File: src/rtl/multi_mode_flop_bank.sv
// Bank of NUM_CH WIDTH-bit registers updated one channel per command in D/JK/T/SR mode,
// with per-channel change pulse, saturating change counter and sticky error flags.
module mmfb_chan #(
  parameter int WIDTH = 32,
  parameter int CNT_W = 8,
  parameter logic [WIDTH-1:0] RESET_VAL = '0
) (
  input  logic             clk,
  input  logic             reset,
  input  logic             clr,
  input  logic             we,
  input  logic [1:0]       mode,
  input  logic [WIDTH-1:0] a,
  input  logic [WIDTH-1:0] b,
  output logic [WIDTH-1:0] q,
  output logic             changed,
  output logic [CNT_W-1:0] cnt
);
  logic [WIDTH-1:0] nxt;
  logic             diff;

  always_comb begin
    nxt = q;
    case (mode)
      2'b00:   nxt = a;
      2'b01:   nxt = (a & ~q) | (~b & q);
      2'b10:   nxt = q ^ a;
      default: nxt = (q & ~b) | (a & ~b) | (q & a & b);
    endcase
  end

  assign diff = we && (nxt != q);

  always_ff @(posedge clk or negedge reset) begin
    if (!reset) begin
      q       <= RESET_VAL;
      changed <= 1'b0;
      cnt     <= '0;
    end else if (clr) begin
      q       <= RESET_VAL;
      changed <= 1'b0;
      cnt     <= '0;
    end else begin
      changed <= diff;
      if (diff) begin
        q <= nxt;
        // counter sticks at all-ones rather than wrapping
        if (cnt != '1) cnt <= cnt + 1'b1;
      end
    end
  end
endmodule

module multi_mode_flop_bank #(
  parameter int WIDTH = 32,
  parameter int NUM_CH = 4,
  parameter int CNT_W = 8,
  parameter logic [WIDTH-1:0] RESET_VAL = '0,
  localparam int SW = (NUM_CH > 1) ? $clog2(NUM_CH) : 1
) (
  input  logic                    clk,
  input  logic                    reset,
  input  logic                    clr,
  input  logic                    in_valid,
  output logic                    in_ready,
  input  logic [SW-1:0]           ch_sel,
  input  logic [1:0]              mode,
  input  logic [WIDTH-1:0]        a,
  input  logic [WIDTH-1:0]        b,
  output logic [NUM_CH*WIDTH-1:0] q,
  output logic [NUM_CH-1:0]       changed,
  output logic [NUM_CH*CNT_W-1:0] chg_cnt,
  output logic                    sel_err,
  output logic                    sr_err
);
  logic acc, sel_ok;

  assign in_ready = ~clr;
  assign acc      = in_valid & in_ready;
  assign sel_ok   = (32'(ch_sel) < NUM_CH);

  for (genvar n = 0; n < NUM_CH; n++) begin : g_ch
    mmfb_chan #(.WIDTH(WIDTH), .CNT_W(CNT_W), .RESET_VAL(RESET_VAL)) u_ch (
      .clk(clk), .reset(reset), .clr(clr),
      .we(acc && (ch_sel == SW'(n))),
      .mode(mode), .a(a), .b(b),
      .q(q[n*WIDTH +: WIDTH]),
      .changed(changed[n]),
      .cnt(chg_cnt[n*CNT_W +: CNT_W])
    );
  end

  always_ff @(posedge clk or negedge reset) begin
    if (!reset) begin
      sel_err <= 1'b0;
      sr_err  <= 1'b0;
    end else if (clr) begin
      sel_err <= 1'b0;
      sr_err  <= 1'b0;
    end else begin
      if (acc && !sel_ok) sel_err <= 1'b1;
      if (acc && (mode == 2'b11) && |(a & b)) sr_err <= 1'b1;
    end
  end
endmodule

File: config.mk
export PLATFORM = sky130hd
export DESIGN_NAME = multi_mode_flop_bank
export DESIGN_NICKNAME = d
export VERILOG_FILES = /design/src/rtl/multi_mode_flop_bank.sv
export SDC_FILE = /design/constraint.sdc
export NUM_CORES = 1
export LEC_CHECK = 0
export ABC_AREA = 1
export CORE_MARGIN = 4
export CORE_UTILIZATION = 35
export CTS_CLUSTER_DIAMETER = 120
export DETAILED_ROUTE_END_ITERATION = 7
export GPL_ROUTABILITY_DRIVEN = 1
export PLACE_DENSITY_LB_ADDON = 0.05
export SETUP_SLACK_MARGIN = 0.4
export SLEW_MARGIN = 20
export SYNTH_ARGS = -nofsm -noshare
export SYNTH_HDL_FRONTEND = slang
export SYNTH_SLANG_ARGS = --single-unit
export TNS_END_PERCENT = 5
File: constraint.sdc
create_clock -name clk -period 5.7 [get_ports clk]
set_input_delay 0.57 -clock clk [delete_from_list [all_inputs] [get_ports clk]]
set_output_delay 0.57 -clock clk [all_outputs]
set_load 0.01 [all_outputs]
# Yosys cells after proc, flatten, opt, wreduce, memory -nomap -nowiden
# Cells that the tools add are included.
# word_totals
regBits	165
latch_bits	0
mem_bits_rw	0
mem_bits_ro	0
inputBits	72
out_inout_bits	167
wordCells	128
n_memories	0
# op_classes
addsub	4
n_mul	0
div	0
magnitude_cmp	0
eq_ne	14
shift	0
n_mux	30
n_bitwise	41
n_reduce_logical	26
# ops
cell	n
bitwise AND 32 bit	18
OR 32 bit	12
one-hot mux 32 bit (3 select lines)	4
two-way mux 32 bit	8
NOT 32 bit	5
!= test 32 bit	4
bitwise XOR 32 bit	4
two-way mux 8 bit	12
adder 8 x 1 -> 8 bit, second input constant	4
!= test 8 bit, second input constant	4
OR reduction 32 bit	1
nonzero test 2 bit	9
logical AND 1 bit	10
equality test 2 bit, second input constant	4
AND reduction 2 bit	4
two-way mux 1 bit	6
equality test 2 x 1 -> 1 bit, second input constant	2
zero test 2 bit	2
bitwise AND 1 bit	1
NOT 1 bit	1

# Depth between registers and ports, before layout
# depth
word_depth	9
mapped_depth	20
mapped_depth_nobuf	18

# Cells and area by module
# From an unflattened synthesis, not the netlist that was laid out.
# hier_totals
cells_unflattened	3311
area_unflattened_um2	20483.4
# by_module_without_submodules
mod	instances	cells_per_inst	area_per_inst_um2	seq_area_each_um2
mmfb_chan	4	808	5038.6	1026.0
multi_mode_flop_bank	1	79	329.1	25.0

# Least setup slack after synthesis
# OpenSTA, ideal clock, no wires.
# synth_path
path_type	in2reg
start	in b[6]
end	reg g_ch[0].u_ch.cnt[0]
arrival_time_ps	2265
path_slack_ps	3317
cell_stages	17
cell_sequence	clkbuf_1 -> inv_1 -> a21oi_1 -> o211ai_1 -> nand2_1 -> nand2_1 -> nand2_1 -> nand2_1 -> nor2_1 -> nand2_1 -> nor2_1 -> nand2_1 -> nand2_2 -> nand2_1 -> buf_2 -> nand3_1 -> nand2_1
# synth_via
elab_chain_cells	9
# synth_rtl
item	line	text
start: declaration	69	input logic [WIDTH-1:0] b,
NOT 32 bit	26, 28	
bitwise AND 32 bit (on tied branches)	26, 28	
OR 32 bit (2 in series)	28	default: nxt = (q & ~b) | (a & ~b) | (q & a & b);
one-hot mux 32 bit (3 select lines) *	24	case (mode)
!= test 32 bit *	32	assign diff = we && (nxt != q);
logical AND 1 bit *	32	
nonzero test 2 bit (no source line) *	n/a	
AND reduction 2 bit (no source line) *	n/a	
end signal: assignment	48	if (cnt != '1) cnt <= cnt + 1'b1;
end: declaration	17	output logic [CNT_W-1:0] cnt
# Mark *: on every way between the ends. The rest lies on a longest branch, timed or not.
# A chain may end at the register's enable or synchronous reset.

# Worst setup path in the final report
# layout_path
start	in mode[1]
end	reg g_ch[3].u_ch.cnt[2]
# layout_via
elab_chain_cells	6
# layout_rtl
item	line	text
start: declaration	67	input logic [1:0] mode,
equality test 2 bit (tied with other cells)	24	
one-hot mux 32 bit (3 select lines) *	24	
!= test 32 bit *	32	
logical AND 1 bit *	32	
nonzero test 2 bit (no source line) *	n/a	
AND reduction 2 bit (no source line) *	n/a	
end signal: assignment	48	
end: declaration	17	
# Marks and branches as above.

==> run metrics <==
outcome=complete, no violations; Hold Crit Depth=2; syn_area_per_cell=between 6 and 7 sq um; Crit. End Element=register; largest net degree at the start of global routing=approximately 120; Setup crit start kind=primary input; Syn. warnings=0; commonest non-fill, non-tap cell in the layout=nand2_1; Seq/Total Area, Yosys=0.255; initial antenna violation count=2; utilization after layout=0.433; Worst-Skew Late Latency=roughly 0.5 ns; vias in the first global route=17200; P_leak=9.19 nW; DRC viols=0; via count=18700; worst reg2reg path depth=18; Clock Sinks=between 150 and 200; share of layout cells above drive strength 1=0.0374; grt total ovfl=0; cell mode on critical path=nand2_1; Clock Skew=0.00944 ns; crit-path max FO=20; RR Startpoint=g_ch[3].u_ch.q[7]; placed cell area=0.0191 sq mm; number of buffers created by CTS=17; Worst Hold Class=reg -> reg; syn_nets=2821; Via density=5.48; cells after synthesis=2617; family with the most delay on the worst path=buffers and inverters; slowest stage cell, crit path=clkdlybuf4s50_1; Routed Antenna Nets=0; final setup vio count=0; pre-CTS setup slack=1.29 ns; Synth Cell Area=0.0162 sq mm; TritonRoute pass-1 iters=5; global-route wire length before repair=about 100000 um; Cell Chain, Critical Path=clkdlybuf4s50_1 -> nand2_2 -> inv_2 -> buf_4 -> a21oi_2 -> nand3_1 -> nand2_1 -> nand2_1 -> nand2_1 -> inv_1 -> nand2_1 -> nor2_1 -> nand2_1 -> nor2_1 -> nand2_1 -> nand2_2 -> nand2_2 -> buf_4 -> nand2_2 -> nand2_1 -> nand2_1; CTS tree=done; Final Hold Fails=0; Die ar.=0.0498 sq mm; Tot GR Track Use=0.261; boundary pin count=239; R2R Setup Slk=between 2 and 3 ns; Core Footprint=0.0456 sq mm; die outline height=roughly 220 um; CP startpoint=mode[1]; final period utilization=0.688; EDFF count, synth=0; std cell rows=78; H-Tree Depth=4; clock root buffer=clkbuf_16; Initial DRC Count=between 1500 and 2000; setup TNS=0 ns; Clock Path Buffers=2; critical path depth=21; Area contributors post-synth=dfrtp_1 (25%), nand2_1 (24%), nand3_1 (13%), ha_1 (10%), inv_1 (5.7%); maximum vdd drop=0.000202 V; HPWL after detailed placement=47300 um; Post-synth top flop=dfrtp_1; f_max=255 MHz; Final Wtd Congestion=0.882; hold_sp=g_ch[1].u_ch.cnt[3]; Critical Path AT=4.36 ns; Synth top area share=0.255; WHS Endpoint=g_ch[1].u_ch.cnt[3]; max cap viols=0; post-CTS sizing=0; Initial Utilization=0.356; Buf/Inv on CP=5; Final nets=2999; Unique masters post-synth=25; DRT Wirelength=66200 um; Syn-to-layout area delta=21.8%; Reg clk slew, reported paths=roughly 0.070 ns; pwr dens=191 mW/mm^2; reg2reg end=g_ch[3].u_ch.cnt[2]; Worst Path Required=6.13 ns; synthesized flop and latch total=165; leading area contributor after synthesis=dfrtp_1; unrepaired setup endpoints after global routing=false; Critical Path Max Stage Delay=0.66 ns; drt wl/cell=19.4 um; pin slew with the least headroom to its limit=0.797 ns; Slew HR=0.468; Slew Viols, Final=0; post-route minimum period=just under 4 ns; leading cell types in the layout, fill and taps excluded=nand2_1 (1057), nand3_1 (435), inv_1 (244); PnR worst setup slack=between 1.5 and 2 ns; Crit Path Category=in -> reg; FFs w/ async S/R, synth=1.00; port bufs=237; Die W=roughly 220 um; Post-Layout Inst Area=slightly below 0.02 sq mm
worst reg2reg max path: cells and delay by family, from the launching register on:
family	cells	cell delay [ns]
adder cells (fa/ha/maj)	1	0.31
AND/OR/NAND/NOR	15	1.72
buffers and inverters	2	0.39
flip-flops	1	0.46
through the flow:
step                std cells  total power [W]  hold WS, ns
finish                   3408          0.00378        0.506
global route             3407          0.00400        0.545
CTS                      3407          0.00382        0.511
detailed placement       3375          0.00250        0.490
global placement         3375          0.00248        0.487
floorplan                2617          0.00198        0.274
worst max path at each step:
stage	endpoint	slack (ns)
global placement	g_ch[3].u_ch.cnt[2]	1.35
floorplan	g_ch[0].u_ch.cnt[0]	3.32
global route	g_ch[3].u_ch.cnt[2]	1.58
detailed placement	g_ch[3].u_ch.cnt[1]	1.29
finish	g_ch[3].u_ch.cnt[2]	1.78
CTS	g_ch[3].u_ch.cnt[2]	1.83
where the power goes:
group	total (W)	switching, W	leakage (nW)	internal, W
Sequential	0.00129	0.0000780	2.27	0.00122
Clock	0.00130	0.000567	0.298	0.000729
Combinational	0.00119	0.000782	6.62	0.000405
Total	0.00378	0.00143	9.19	0.00235
state kept, by name, indices dropped and copies added, names as in the netlist:
name / cells
g_ch.u_ch.cnt: 32
g_ch.u_ch.q: 128
sr_err: 1
g_ch.u_ch.changed: 4
timing repair:
action / in CTS / in global routing
buffers inserted: 0 / 0
hold endpoints to repair: 2 / 0
setup endpoints to repair: 0 / 0
hold buffers: 1 / 0
synthesized netlist by cell type (all sizes together), types with 33 or more instances:
master and number:
inv 245, dfrtp 165, nand2 1067, o211ai 96, nor2 87, a21oi 79
o22ai 132, nand3 435, o21ai 44, clkbuf 33, ha 132, buf 72
routing by layer:
| layer | GRT usage | share of wire |
|---|---|---|
| met2 | 0.415 | 0.45 |
| met4 | 0.0847 | 0.024 |
| met5 | 0 | 0.00020 |
| met1 | 0.357 | 0.45 |
| met3 | 0.0499 | 0.075 |
cell type report:
cell class | count | area, sq um
antenna | 1 | 2.50
clock buffer | 22 | 484
clock inverter | 9 | 125
fill | 4719 | 25800
inverter | 245 | 920
multi-input combinational | 2102 | 10700
sequential | 165 | 4130
tap | 600 | 751
timing repair buffer | 264 | 2640
logic make-up after synthesis:
family | synth area share
DFF | 0.255
buffers and inverters | 0.0875
adders and majority gates | 0.102
and+or+nand+nor | 0.411
AOI/OAI and AO/OA | 0.145
other | 0.000231
No activity file was read; power rests on OpenSTA's default activity.
